==> src/rtl/ex_operand_stage_if.sv <==
// ex_operand_stage_if
//   Bundle between decode/forwarding and the EX operand register stage.
//   Parameter: DBITS - operand/result data width.
//   Decode side : id_valid, id_op, id_reg1, id_reg2, id_uses_reg2,
//                 id_use_imm, id_imm, id_dest, rf_data1, rf_data2
//   Forwarding  : fwd_sel1, fwd_sel2, alu_result, mem_result, wb_result
//   Control     : flush, mem_stall, stall_out (back to decode)
//   EX side     : ex_valid, ex_op, ex_dest, ex_opA, ex_opB, ex_store_data
//   Optional    : bubble_cnt, present only when EX_BUBBLE_CNT_EN is defined.
//   Modports: master (decode/forwarding driver), slave (the EX stage).
interface ex_operand_stage_if #(
   parameter int unsigned DBITS = 32
);
   logic             id_valid;
   logic [3:0]       id_op;
   logic [3:0]       id_reg1;
   logic [3:0]       id_reg2;
   logic             id_uses_reg2;
   logic             id_use_imm;
   logic [DBITS-1:0] id_imm;
   logic [3:0]       id_dest;
   logic [DBITS-1:0] rf_data1;
   logic [DBITS-1:0] rf_data2;
   logic [1:0]       fwd_sel1;
   logic [1:0]       fwd_sel2;
   logic [DBITS-1:0] alu_result;
   logic [DBITS-1:0] mem_result;
   logic [DBITS-1:0] wb_result;
   logic             flush;
   logic             mem_stall;
   logic             stall_out;
   logic             ex_valid;
   logic [3:0]       ex_op;
   logic [3:0]       ex_dest;
   logic [DBITS-1:0] ex_opA;
   logic [DBITS-1:0] ex_opB;
   logic [DBITS-1:0] ex_store_data;
`ifdef EX_BUBBLE_CNT_EN
   logic [15:0]      bubble_cnt;
`endif

   modport master (
      output id_valid, id_op, id_reg1, id_reg2, id_uses_reg2, id_use_imm,
             id_imm, id_dest, rf_data1, rf_data2, fwd_sel1, fwd_sel2,
             alu_result, mem_result, wb_result, flush, mem_stall,
`ifdef EX_BUBBLE_CNT_EN
      input  bubble_cnt,
`endif
      input  stall_out, ex_valid, ex_op, ex_dest, ex_opA, ex_opB,
             ex_store_data
   );

   modport slave (
      input  id_valid, id_op, id_reg1, id_reg2, id_uses_reg2, id_use_imm,
             id_imm, id_dest, rf_data1, rf_data2, fwd_sel1, fwd_sel2,
             alu_result, mem_result, wb_result, flush, mem_stall,
`ifdef EX_BUBBLE_CNT_EN
      output bubble_cnt,
`endif
      output stall_out, ex_valid, ex_op, ex_dest, ex_opA, ex_opB,
             ex_store_data
   );
endinterface

==> src/rtl/ex_operand_stage.sv <==
// ex_operand_stage
//   Decode-to-execute pipeline register. Selects operands through the
//   forwarding muxes, registers them into EX, inserts a one-cycle bubble on
//   a load-use hazard (raising stall_out to decode), and honours branch
//   flush and the global memory-stall freeze.
//   Ports:
//     clk     - rising-edge clock
//     reset_n - asynchronous active-low reset
//     bus     - ex_operand_stage_if.slave (decode, forwarding, control, EX)
//   Parameters: DBITS, OP_NOP (bubble opcode), OP_SW (store), OP_LW (load).
//   Optional: define EX_BUBBLE_CNT_EN to add bus.bubble_cnt, a saturating
//   count of load-use bubbles.
module ex_operand_stage #(
   parameter int unsigned DBITS  = 32,
   parameter logic [3:0]  OP_NOP = 4'b0000,
   parameter logic [3:0]  OP_SW  = 4'b0011,
   parameter logic [3:0]  OP_LW  = 4'b0100
) (
   input logic               clk,
   input logic               reset_n,
   ex_operand_stage_if.slave bus
);

   // Store data always travels on the reg2 path, so OP_SW needs no datapath
   // decode here; it only has to stay distinct from the load and bubble codes.
   if (OP_SW == OP_LW || OP_SW == OP_NOP || OP_LW == OP_NOP) begin : g_op_clash
      $error("ex_operand_stage: OP_NOP, OP_SW and OP_LW must be distinct");
   end

   logic             ex_valid_q;
   logic [3:0]       ex_op_q;
   logic [3:0]       ex_dest_q;
   logic [DBITS-1:0] ex_opa_q;
   logic [DBITS-1:0] ex_opb_q;
   logic [DBITS-1:0] ex_sd_q;

   logic [DBITS-1:0] mux1;
   logic [DBITS-1:0] mux2;
   logic [DBITS-1:0] opa;
   logic [DBITS-1:0] opb;
   logic             lu_hazard;

   always_comb begin
      mux1 = bus.rf_data1;
      unique case (bus.fwd_sel1)
         2'b00: mux1 = bus.rf_data1;
         2'b01: mux1 = bus.alu_result;
         2'b10: mux1 = bus.mem_result;
         2'b11: mux1 = bus.wb_result;
      endcase
   end

   always_comb begin
      mux2 = bus.rf_data2;
      unique case (bus.fwd_sel2)
         2'b00: mux2 = bus.rf_data2;
         2'b01: mux2 = bus.alu_result;
         2'b10: mux2 = bus.mem_result;
         2'b11: mux2 = bus.wb_result;
      endcase
   end

   assign opa = mux1;
   assign opb = bus.id_use_imm ? bus.id_imm : mux2;

   // Register 0 is an ordinary index here; no zero-register exemption.
   assign lu_hazard = ex_valid_q && (ex_op_q == OP_LW) && bus.id_valid &&
                      ((ex_dest_q == bus.id_reg1) ||
                       (bus.id_uses_reg2 && (ex_dest_q == bus.id_reg2)));

   assign bus.stall_out = (lu_hazard || bus.mem_stall) && !bus.flush;

   // Priority: flush > mem_stall hold > load-use bubble > capture > bubble.
   // The bubble clears ex_op, so a load-use stall lasts exactly one cycle.
   always_ff @(posedge clk or negedge reset_n) begin
      if (!reset_n) begin
         ex_valid_q <= 1'b0;
         ex_op_q    <= OP_NOP;
         ex_dest_q  <= '0;
         ex_opa_q   <= '0;
         ex_opb_q   <= '0;
         ex_sd_q    <= '0;
      end else if (bus.flush) begin
         ex_valid_q <= 1'b0;
         ex_op_q    <= OP_NOP;
         ex_dest_q  <= '0;
         ex_opa_q   <= '0;
         ex_opb_q   <= '0;
         ex_sd_q    <= '0;
      end else if (bus.mem_stall) begin
         ex_valid_q <= ex_valid_q;
      end else if (!lu_hazard && bus.id_valid) begin
         ex_valid_q <= 1'b1;
         ex_op_q    <= bus.id_op;
         ex_dest_q  <= bus.id_dest;
         ex_opa_q   <= opa;
         ex_opb_q   <= opb;
         ex_sd_q    <= mux2;
      end else begin
         ex_valid_q <= 1'b0;
         ex_op_q    <= OP_NOP;
         ex_dest_q  <= '0;
         ex_opa_q   <= '0;
         ex_opb_q   <= '0;
         ex_sd_q    <= '0;
      end
   end

   assign bus.ex_valid      = ex_valid_q;
   assign bus.ex_op         = ex_op_q;
   assign bus.ex_dest       = ex_dest_q;
   assign bus.ex_opA        = ex_opa_q;
   assign bus.ex_opB        = ex_opb_q;
   assign bus.ex_store_data = ex_sd_q;

`ifdef EX_BUBBLE_CNT_EN
   logic [15:0] bubble_cnt_q;

   // Counts only load-use bubbles, i.e. edges not pre-empted by flush/freeze.
   always_ff @(posedge clk or negedge reset_n) begin
      if (!reset_n) begin
         bubble_cnt_q <= '0;
      end else if (!bus.flush && !bus.mem_stall && lu_hazard &&
                   (bubble_cnt_q != 16'hFFFF)) begin
         bubble_cnt_q <= bubble_cnt_q + 16'd1;
      end
   end

   assign bus.bubble_cnt = bubble_cnt_q;
`endif

endmodule

==> src/flat_wrapper.sv <==
// flat-port wrapper written by rule: the top's interface ports become plain ports
module ex_operand_stage_flat 
#(
   parameter int unsigned DBITS  = 32,
   parameter logic [3:0]  OP_NOP = 4'b0000,
   parameter logic [3:0]  OP_SW  = 4'b0011,
   parameter logic [3:0]  OP_LW  = 4'b0100
)
  (clk, reset_n, bus_id_valid, bus_id_op, bus_id_reg1, bus_id_reg2, bus_id_uses_reg2, bus_id_use_imm, bus_id_imm, bus_id_dest, bus_rf_data1, bus_rf_data2, bus_fwd_sel1, bus_fwd_sel2, bus_alu_result, bus_mem_result, bus_wb_result, bus_flush, bus_mem_stall, bus_stall_out, bus_ex_valid, bus_ex_op, bus_ex_dest, bus_ex_opA, bus_ex_opB, bus_ex_store_data);
  ex_operand_stage_if #(.DBITS(DBITS)) bus_i ();
  input logic clk;
  input logic reset_n;
  input wire logic [$bits(bus_i.id_valid)-1:0] bus_id_valid;
  input wire logic [$bits(bus_i.id_op)-1:0] bus_id_op;
  input wire logic [$bits(bus_i.id_reg1)-1:0] bus_id_reg1;
  input wire logic [$bits(bus_i.id_reg2)-1:0] bus_id_reg2;
  input wire logic [$bits(bus_i.id_uses_reg2)-1:0] bus_id_uses_reg2;
  input wire logic [$bits(bus_i.id_use_imm)-1:0] bus_id_use_imm;
  input wire logic [$bits(bus_i.id_imm)-1:0] bus_id_imm;
  input wire logic [$bits(bus_i.id_dest)-1:0] bus_id_dest;
  input wire logic [$bits(bus_i.rf_data1)-1:0] bus_rf_data1;
  input wire logic [$bits(bus_i.rf_data2)-1:0] bus_rf_data2;
  input wire logic [$bits(bus_i.fwd_sel1)-1:0] bus_fwd_sel1;
  input wire logic [$bits(bus_i.fwd_sel2)-1:0] bus_fwd_sel2;
  input wire logic [$bits(bus_i.alu_result)-1:0] bus_alu_result;
  input wire logic [$bits(bus_i.mem_result)-1:0] bus_mem_result;
  input wire logic [$bits(bus_i.wb_result)-1:0] bus_wb_result;
  input wire logic [$bits(bus_i.flush)-1:0] bus_flush;
  input wire logic [$bits(bus_i.mem_stall)-1:0] bus_mem_stall;
  output wire logic [$bits(bus_i.stall_out)-1:0] bus_stall_out;
  output wire logic [$bits(bus_i.ex_valid)-1:0] bus_ex_valid;
  output wire logic [$bits(bus_i.ex_op)-1:0] bus_ex_op;
  output wire logic [$bits(bus_i.ex_dest)-1:0] bus_ex_dest;
  output wire logic [$bits(bus_i.ex_opA)-1:0] bus_ex_opA;
  output wire logic [$bits(bus_i.ex_opB)-1:0] bus_ex_opB;
  output wire logic [$bits(bus_i.ex_store_data)-1:0] bus_ex_store_data;
  assign bus_i.id_valid = bus_id_valid;
  assign bus_i.id_op = bus_id_op;
  assign bus_i.id_reg1 = bus_id_reg1;
  assign bus_i.id_reg2 = bus_id_reg2;
  assign bus_i.id_uses_reg2 = bus_id_uses_reg2;
  assign bus_i.id_use_imm = bus_id_use_imm;
  assign bus_i.id_imm = bus_id_imm;
  assign bus_i.id_dest = bus_id_dest;
  assign bus_i.rf_data1 = bus_rf_data1;
  assign bus_i.rf_data2 = bus_rf_data2;
  assign bus_i.fwd_sel1 = bus_fwd_sel1;
  assign bus_i.fwd_sel2 = bus_fwd_sel2;
  assign bus_i.alu_result = bus_alu_result;
  assign bus_i.mem_result = bus_mem_result;
  assign bus_i.wb_result = bus_wb_result;
  assign bus_i.flush = bus_flush;
  assign bus_i.mem_stall = bus_mem_stall;
  assign bus_stall_out = bus_i.stall_out;
  assign bus_ex_valid = bus_i.ex_valid;
  assign bus_ex_op = bus_i.ex_op;
  assign bus_ex_dest = bus_i.ex_dest;
  assign bus_ex_opA = bus_i.ex_opA;
  assign bus_ex_opB = bus_i.ex_opB;
  assign bus_ex_store_data = bus_i.ex_store_data;
  ex_operand_stage #(.DBITS(DBITS), .OP_NOP(OP_NOP), .OP_SW(OP_SW), .OP_LW(OP_LW)) u_core (.clk(clk), .reset_n(reset_n), .bus(bus_i));
endmodule
==> config.mk <==
export PLATFORM = sky130hd
export DESIGN_NAME = ex_operand_stage_flat
export DESIGN_NICKNAME = d
export VERILOG_FILES = /design/src/rtl/ex_operand_stage_if.sv /design/src/rtl/ex_operand_stage.sv /design/src/flat_wrapper.sv
export SDC_FILE = /design/constraint.sdc
export NUM_CORES = 1
export LEC_CHECK = 0
export BUFFER_PORTS_ARGS = -buffer_cell sky130_fd_sc_hd__buf_2
export CAP_MARGIN = 5
export CORE_AREA = 2 2 127 129
export CTS_CLUSTER_DIAMETER = 40
export DETAILED_ROUTE_END_ITERATION = 16
export DIE_AREA = 0 0 129 131
export PLACE_DENSITY = 0.84
export SYNTH_ARGS = -nofsm -noshare
export SYNTH_HDL_FRONTEND = slang
export SYNTH_SLANG_ARGS = --single-unit
export TNS_END_PERCENT = 1
==> constraint.sdc <==
create_clock -name clk -period 3.3 [get_ports clk]
set_clock_uncertainty 0.15 [all_clocks]
set_input_delay 0.495 -clock clk [delete_from_list [all_inputs] [get_ports clk]]
set_output_delay 0.495 -clock clk [all_outputs]
set_load 0.02 [all_outputs]
==> impl_metrics.tcl, run 1 <==
set metrics [dict create \
    remaining_drc_errors 0 \
    clockBufferDepth 2 \
    cts_tree "yes" \
    worstPathRequired_ns 2.65 \
    crit_cells 5 \
    drt_wl_total_um 22800 \
    async_reset_ff_frac 1.00 \
    start_util 0.409 \
    drt_pass1_iterations 5 \
    grt_pass1_wl_um 33700 \
    fin_setup_tns_ns 0 \
    reg2reg_slack_ns 0.99 \
    cts-htree-levels 3 \
    drt-vias-per-instance 6.00 \
    cts_made_buffers 9 \
    yosysWarningCount 0 \
    die_w_um 129 \
    yosysSeqAreaShare 0.411 \
    drive_above_1_share 0.517 \
    clockRootBuffer "clkbuf_16" \
    port_buffers 324 \
    worstHoldPathType "input port to asynchronous set/reset pin" \
    path_class "register to output port" \
    synth_most_common_cell "dfrtp_1" \
    design.portCount 325 \
    cp_num_buf_inv 1 \
    synth-main-ff-cell "dfrtp_1" \
    stdcell_area_um2 8470 \
    reg2reg_depth 4 \
    nNetsFinal 1024 \
    antenna_found_initial 3 \
    power_density_nw_per_um2 399 \
    die_area_um2 16900 \
    area_growth_pct 32.6 \
    dpl.hpwl_um 16200 \
    register_area_um2 2630 \
    post-route-min-period_ns 2.60 \
    grt_overflow 0 \
    violations "hold timing" \
    finalHoldViolations 2 \
    report.final.slew_viol_count 0 \
    max_slew.worst_pin.slew_ns 0.985 \
    synth_top_area_share 0.411 \
    ys_seq_elements 105 \
    fin_ws_ns 0.705 \
    setup_viol 0 \
    routedWlPerCell_um 22.1 \
    crit_family "simple AND/OR/NAND/NOR gates" \
    worstPathMaxFanout 4 \
    coreArea_um2 15600 \
    cp_slowest_cell "nor4_1" \
    cp-end-kind "output port" \
    total_power_mw 3.38 \
    rr_endpoint "u_core.bus.ex_store_data[21]" \
    timing.hold.ws_ns -0.0115 \
    synth_cell_type_count 27 \
    synth.avg_cell_area_um2 12.3 \
    die_h_um 131 \
    grt_pass1_vias 6197 \
    ant_nets 0 \
    slowest_delay_ns 0.48 \
    clkSlewWorstSetupHoldPaths_ns 0.07 \
    vias 6169 \
    post-route-period-util 0.786 \
    drt_iter0_drc 527 \
    ctsHoldBuffers 0 \
    r2r_start "u_core.bus.ex_dest[3]" \
    ir_drop_uv 324 \
    grt_usage 0.261 \
    synth_common_cells "105 x dfrtp_1, 72 x a32o_1, 64 x mux2i_1" \
    synth_nets 737 \
    grt_start_max_net_pins 106 \
    n_fill_cell 1391 \
    postCtsSetupRepairBufs 0 \
    slew_headroom 0.342 \
    crit_arrival_ns 1.95 \
    clock-sinks 105 \
    synthCells 518 \
    rows 46 \
    pre_cts_slack_ns 0.768 \
    timing.max_cap.violations 0 \
    syn_area_um2 6390 \
    synth_area_leaders "dfrtp_1 41%, a32o_1 11%, mux4_2 11%" \
    rsz0062_at_grt "false" \
    clk_latency_ns 0.35 \
    cts_resized 0 \
    synth_edf_count 0 \
    status "finished, violations left" \
    startpoint "u_core.bus.ex_dest[3]" \
    finalWeightedCongestion 0.848 \
    synth_area_leader_cell "dfrtp_1" \
    dpl_cell_area_um2 8130 \
    max_freq_mhz 385 \
    multiInputGateArea_um2 3480 \
    power_leakage_nw 4.22 \
    start_kind "register" \
    crit_chain "xor2_1 -> nor4_1 -> a22oi_2 -> a21oi_1 -> buf_2" \
]
per-stage QoR:
stage / cells / util
floorplan: 518 / -
global placement: 1010 / 0.521
detailed placement: 1010 / 0.521
CTS: 1026 / 0.543
global route: 1028 / 0.543
finish: 1028 / 0.543
layout make-up:
class,count,share of cell area
flip-flops and latches,105,0.310
repair buffers,335,0.206
well taps,216,0.0319
clock buffers,11,0.0275
inverters,1,0.000443
multi-input cells,353,0.411
clock inverters,5,0.0123
diodes,2,0.000591
per-layer routing:
| metal | up-vias | wire length [µm] | GRT usage |
|---|---|---|---|
| li1 | 2683 | - | - |
| met1 | 3042 | 8730 | 0.326 |
| met2 | 391 | 11400 | 0.438 |
| met3 | 53 | 1940 | 0.0529 |
| met4 | 0 | 653 | 0.123 |
| met5 | - | 0 | 0 |
power by group:
part,internal [mW],total [mW],switching [mW]
Combinational,0.355,0.773,0.418
Clock,0.743,1.23,0.485
Sequential,1.35,1.38,0.0358
Total,2.44,3.38,0.939
logic make-up (layout without fill, tap and decap cells):
family / count (synthesis) / count (layout) / share of synthesized area
other: 0 / 2 / 0
buffers and inverters: 60 / 352 / 0.0474
xor gates and xnor gates: 8 / 8 / 0.0110
DFF: 105 / 105 / 0.411
and+or+nand+nor: 77 / 77 / 0.0611
muxes: 128 / 128 / 0.270
AOI/OAI and AO/OA: 140 / 140 / 0.199
cells in the final DEF, fill, tap and decap left out, drive strengths merged, types with 2 or more instances in the layout:
cell and n:
xor2 8, nor3 2, diode 2, nor2 4, a221oi 32, mux4 32
dfrtp 105, clkinv 2, mux2i 64, a32o 72, nor2b 33, clkbuf 11
nand2 34, mux2 32, o31ai 32, bufinv 3, buf 335
worst register-to-register path, stage by stage, from the launching register on:
cell	delay, ns
dfrtp_1	0.42
xor2_1	0.16
nor4_1	0.48
a22o_2	0.74
o31ai_1	0.22
flip-flops by register name (all words and copies together) (netlist names):
| register | count |
|---|---|
| u_core.bus.ex_opA | 32 |
| u_core.bus.ex_opB | 32 |
| u_core.bus.ex_store_data | 32 |
| u_core.bus.ex_dest | 4 |
| u_core.bus.ex_op | 4 |
| u_core.bus.ex_valid | 1 |
how the worst max path moves through the flow:
stage,endpoint,slack (ns)
after floorplan,bus_stall_out,0.78
after global placement,u_core.bus.ex_opB[27],0.84
after detailed placement,u_core.bus.ex_opB[26],0.77
after CTS,bus_stall_out,0.70
after global routing,bus_stall_out,0.58
final,bus_stall_out,0.70
(Power assumes the default switching activity.)
==> run 2, diff against run 1 <==
--- a/config.mk
+++ b/config.mk
@@ -7,11 +7,11 @@
 export LEC_CHECK = 0
 export BUFFER_PORTS_ARGS = -buffer_cell sky130_fd_sc_hd__buf_2
 export CAP_MARGIN = 5
-export CORE_AREA = 2 2 127 129
+export CORE_MARGIN = 2
+export CORE_UTILIZATION = 42
 export CTS_CLUSTER_DIAMETER = 40
 export DETAILED_ROUTE_END_ITERATION = 16
-export DIE_AREA = 0 0 129 131
-export PLACE_DENSITY = 0.84
+export PLACE_DENSITY = 0.88
 export SYNTH_ARGS = -nofsm -noshare
 export SYNTH_HDL_FRONTEND = slang
 export SYNTH_SLANG_ARGS = --single-unit
==> constraint.sdc (replaced) <==
create_clock -name clk -period 2.1 [get_ports clk]
set_clock_uncertainty 0.15 [all_clocks]
set_input_delay 0.315 -clock clk [delete_from_list [all_inputs] [get_ports clk]]
set_output_delay 0.315 -clock clk [all_outputs]
set_load 0.02 [all_outputs]
==> impl_metrics.tcl, run 2 (synthesis gave the netlist of run 1 again) <==
set metrics [dict create \
    antenna_cells 0 \
    fin_ws_ns -0.224 \
    finalHoldViolations 0 \
    layout_common_cells "321 x buf_2, 103 x dfrtp_1, 72 x a32o_1, 64 x mux2i_1, 34 x nand2_1" \
    layout_commonest_cell "buf_2" \
    finalWeightedCongestion 0.783 \
    max_slew.worst_pin.slew_ns 0.623 \
    die_area_um2 16200 \
    clock-sinks 105 \
    status "finished, violations left" \
    post-route-period-util 1.11 \
    stdcell_area_um2 8630 \
    cts-htree-levels 3 \
    register_area_um2 2630 \
    worstPathMaxFanout 3 \
    grt_start_max_net_pins 106 \
    ir_drop_uv 340 \
    port_buffers 324 \
    crit_arrival_ns 1.86 \
    n_fill_cell 1264 \
    die_w_um 127 \
    design.portCount 325 \
    ant_nets 0 \
    worstHoldPathType "input port to register" \
    power_leakage_nw 4.32 \
    report.final.slew_viol_count 0 \
    clk_latency_ns 0.35 \
    multiInputGateArea_um2 3520 \
    drt_wl_total_um 22100 \
    post-route-min-period_ns 2.32 \
    violations "setup timing" \
    grt_pass1_wl_um 33400 \
    dpl_cell_area_um2 8280 \
    utilization 0.574 \
    nNetsFinal 1039 \
    die_h_um 127 \
    area_growth_pct 35.2 \
    cts_made_buffers 9 \
    routedWlPerCell_um 21.8 \
    clockRootBuffer "clkbuf_16" \
    start_util 0.425 \
    drt_iter0_drc 468 \
    start_kind "register" \
    setup_viol 97 \
    layoutNonFillerInstCount 1013 \
    rows 45 \
    grt_usage 0.264 \
    power_density_nw_per_um2 578 \
    grt_overflow 0 \
    clockBufferDepth 2 \
    drive_above_1_share 0.536 \
    path_class "register to output port" \
    placed_cells 992 \
    antenna_found_initial 0 \
    cp-end-kind "output port" \
    vias 6224 \
    fin_setup_tns_ns -7.61 \
    cts_tree "yes" \
    total_power_mw 4.99 \
    dpl.hpwl_um 16200 \
    rsz0062_at_grt "true" \
    coreArea_um2 15000 \
    timing.max_cap.violations 0 \
    worstPathRequired_ns 1.63 \
    grt_pass1_vias 6195 \
    slew_headroom 0.584 \
    drt_pass1_iterations 5 \
    clkSlewWorstSetupHoldPaths_ns 0.07 \
    drt-vias-per-instance 6.14 \
    max_freq_mhz 430 \
    remaining_drc_errors 0 \
]
run 2: worst max-delay path, cell delays in order (launching register included):
cell and delay (ns):
dfrtp_2 0.42, nand4b_1 0.27, nor4bb_4 0.40, a22oi_2 0.14
a21oi_4 0.15, buf_6 0.13
run 2: final timing paths:
path | startpoint | endpoint | slack [ns] | cells past startpoint
min in group asynchronous | reset_n | u_core.bus.ex_op[0] | 0.38 | 3
worst min-delay path | bus_id_op[2] | u_core.bus.ex_op[2] | 0.06 | 2
worst min register to register | u_core.bus.ex_store_data[27] | u_core.bus.ex_store_data[27] | 0.32 | 2
worst max register to register | u_core.bus.ex_op[3] | u_core.bus.ex_opA[13] | -0.13 | 7
max in group asynchronous | reset_n | u_core.bus.ex_store_data[28] | 0.90 | 3
worst max-delay path | u_core.bus.ex_op[3] | bus_stall_out | -0.22 | 5
run 2: through the flow:
stage,hold WS (ns),worst slack [ns]
6_report,0.0592,-0.224
5_1_grt,0.0470,-0.307
4_1_cts,0.0449,-0.154
3_5_place_dp,0.286,0.0282
3_3_place_gp,0.285,0.0737
2_1_floorplan,-0.131,0.0115
run 2: area by class of cell:
type	count	share of cell area
clock buffers	9	0.0261
multi-input cells	353	0.408
flip-flops and latches	105	0.305
inverters	1	0.000435
well taps	188	0.0272
clock inverters	7	0.00536
repair buffers	350	0.228
run 2: timing repair:
action / 4_1_cts / 5_1_grt
resized for setup: 3 / 6
hold buffers: 1 / 0
setup endpoints to repair: 1 / 70
hold endpoints to repair: 105 / 0
pin swaps: 3 / 4
setup buffers: 2 / 2
run 2: report_power, final:
group / leakage (nW) / internal (mW) / switching (mW)
registers: 1.43 / 2.11 / 0.0561
logic: 2.76 / 0.584 / 0.660
clock network: 0.128 / 0.803 / 0.778
run 2: layer usage:
metal	vias up	track usage	routed length, µm
li1	2702	-	-
met1	3099	0.327	8200
met2	368	0.449	11300
met3	55	0.0578	1920
met4	0	0.107	584
met5	-	0	0
==> run 3, diff against run 2 <==
--- a/config.mk
+++ b/config.mk
@@ -12,6 +12,7 @@
 export CTS_CLUSTER_DIAMETER = 40
 export DETAILED_ROUTE_END_ITERATION = 16
 export PLACE_DENSITY = 0.88
+export RECOVER_POWER = 50
 export SYNTH_ARGS = -nofsm -noshare
 export SYNTH_HDL_FRONTEND = slang
 export SYNTH_SLANG_ARGS = --single-unit
==> impl_metrics.tcl, run 3 (synthesis gave the netlist of run 1 again) <==
set metrics [dict create \
    power_density_nw_per_um2 578 \
    drt_wl_total_um 22000 \
    p_sw_frac 0.298 \
    status "finished, violations left" \
    ant_nets 0 \
    worstPathMaxFanout 3 \
    setup_viol 97 \
    grt_pass1_vias 6195 \
    layout_commonest_cell "buf_2" \
    worstHoldPathType "input port to register" \
    worstPathRequired_ns 1.63 \
    pre_cts_slack_ns 0.0282 \
    die_area_um2 16200 \
    clkPwrFrac 0.316 \
    n_fill_cell 1267 \
    area_growth_pct 35.0 \
    grt_start_max_net_pins 106 \
    drive_above_1_share 0.533 \
    clkSlewWorstSetupHoldPaths_ns 0.07 \
    layoutNonFillerInstCount 1013 \
    p_seq_frac 0.435 \
    total_power_mw 4.99 \
    stdcell_area_um2 8620 \
    fin_ws_ns -0.222 \
    drt_iter0_drc 454 \
    p_int_mw 3.50 \
    grt_pass1_wl_um 33400 \
    post-route-period-util 1.11 \
    timing.max_cap.violations 0 \
    antenna_cells 0 \
    dpl.hpwl_um 16200 \
    violations "setup timing" \
    cts_tree "yes" \
    grt_overflow 0 \
    crit_arrival_ns 1.86 \
    start_util 0.425 \
    post-route-min-period_ns 2.32 \
    clockBufferDepth 2 \
    cts-htree-levels 3 \
    dpl_cell_area_um2 8280 \
    finalWeightedCongestion 0.783 \
    slew_headroom 0.334 \
    die_w_um 127 \
    die_h_um 127 \
    vias 6253 \
    grt_usage 0.264 \
    timing.hold.ws_ns 0.0589 \
    fin_setup_tns_ns -7.47 \
    nNetsFinal 1039 \
    max_slew.worst_pin.slew_ns 0.999 \
    layout_common_cells "319 x buf_2, 103 x dfrtp_1, 72 x a32o_1, 64 x mux2i_1, 34 x nand2_1" \
    cp-end-kind "output port" \
    combPwrFrac 0.249 \
    routedWlPerCell_um 21.7 \
    start_kind "register" \
    coreArea_um2 15000 \
    drt-vias-per-instance 6.17 \
    power_leakage_nw 4.31 \
    clockRootBuffer "clkbuf_16" \
    max_freq_mhz 431 \
    clock-sinks 105 \
    finalHoldViolations 0 \
    rsz0062_at_grt "true" \
    switchingPower_mw 1.49 \
    cts_made_buffers 9 \
    clk_latency_ns 0.35 \
    ir_drop_uv 334 \
    drt_pass1_iterations 5 \
    antenna_found_initial 0 \
    remaining_drc_errors 0 \
    placed_cells 992 \
    path_class "register to output port" \
    rows 45 \
    port_buffers 324 \
    utilization 0.574 \
    design.portCount 325 \
    report.final.slew_viol_count 0 \
]
==> run 3: power by group through the flow <==
stage                     Sequential (mW)  Clock (mW)  Combinational (mW)
final                                2.17        1.57                1.24
after global routing                 2.18        1.69                1.33
after CTS                            2.17        1.60                1.24
after detailed placement             2.21           0                1.23
after global placement               2.20           0                1.20
after floorplan                      2.32           0               0.563
==> run 3: final timing paths <==
check / start / to / slack [ns] / cells after the start
worst min register to register: u_core.bus.ex_store_data[21] / u_core.bus.ex_store_data[21] / 0.32 / 2
min in group asynchronous: reset_n / u_core.bus.ex_op[0] / 0.59 / 3
worst max-delay path: u_core.bus.ex_op[3] / bus_stall_out / -0.22 / 5
worst min-delay path: bus_id_op[2] / u_core.bus.ex_op[2] / 0.06 / 2
max in group asynchronous: reset_n / u_core.bus.ex_opB[12] / 0.51 / 3
worst max register to register: u_core.bus.ex_op[3] / u_core.bus.ex_opA[13] / -0.13 / 7
==> run 3: worst max-delay path, stage by stage (launching register included) <==
cell and delay (ns):
dfrtp_2 0.42, nand4b_1 0.27, nor4bb_4 0.40, a22oi_2 0.14, a21oi_4 0.15, buf_6 0.13
==> run 3: cell type report <==
type                            count  area [µm²]  share of cell area
Sequential cell                   105        2630               0.305
Clock buffer                        9         225              0.0261
Inverter                            1        3.75            0.000435
Clock inverter                      7        46.3             0.00537
Timing Repair Buffer              350        1960               0.227
Tap cell                          188         235              0.0273
Multi-Input combinational cell    353        3520               0.408
==> run 3: repair_timing <==
action	4_1_cts	5_1_grt
hold buffers	1	0
pin swaps	3	4
endpoints found under the hold margin	105	0
setup buffers	2	2
endpoints found under the setup margin	1	70
resized for setup	3	6
==> run 3: per-layer routing <==
metal  track usage  wire [µm]  vias to the layer above
li1              -          -                     2705
met4         0.107        626                        0
met3        0.0578       1870                       63
met1         0.327       8190                     3103
met2         0.449      11300                      382
met5             0          0                        -
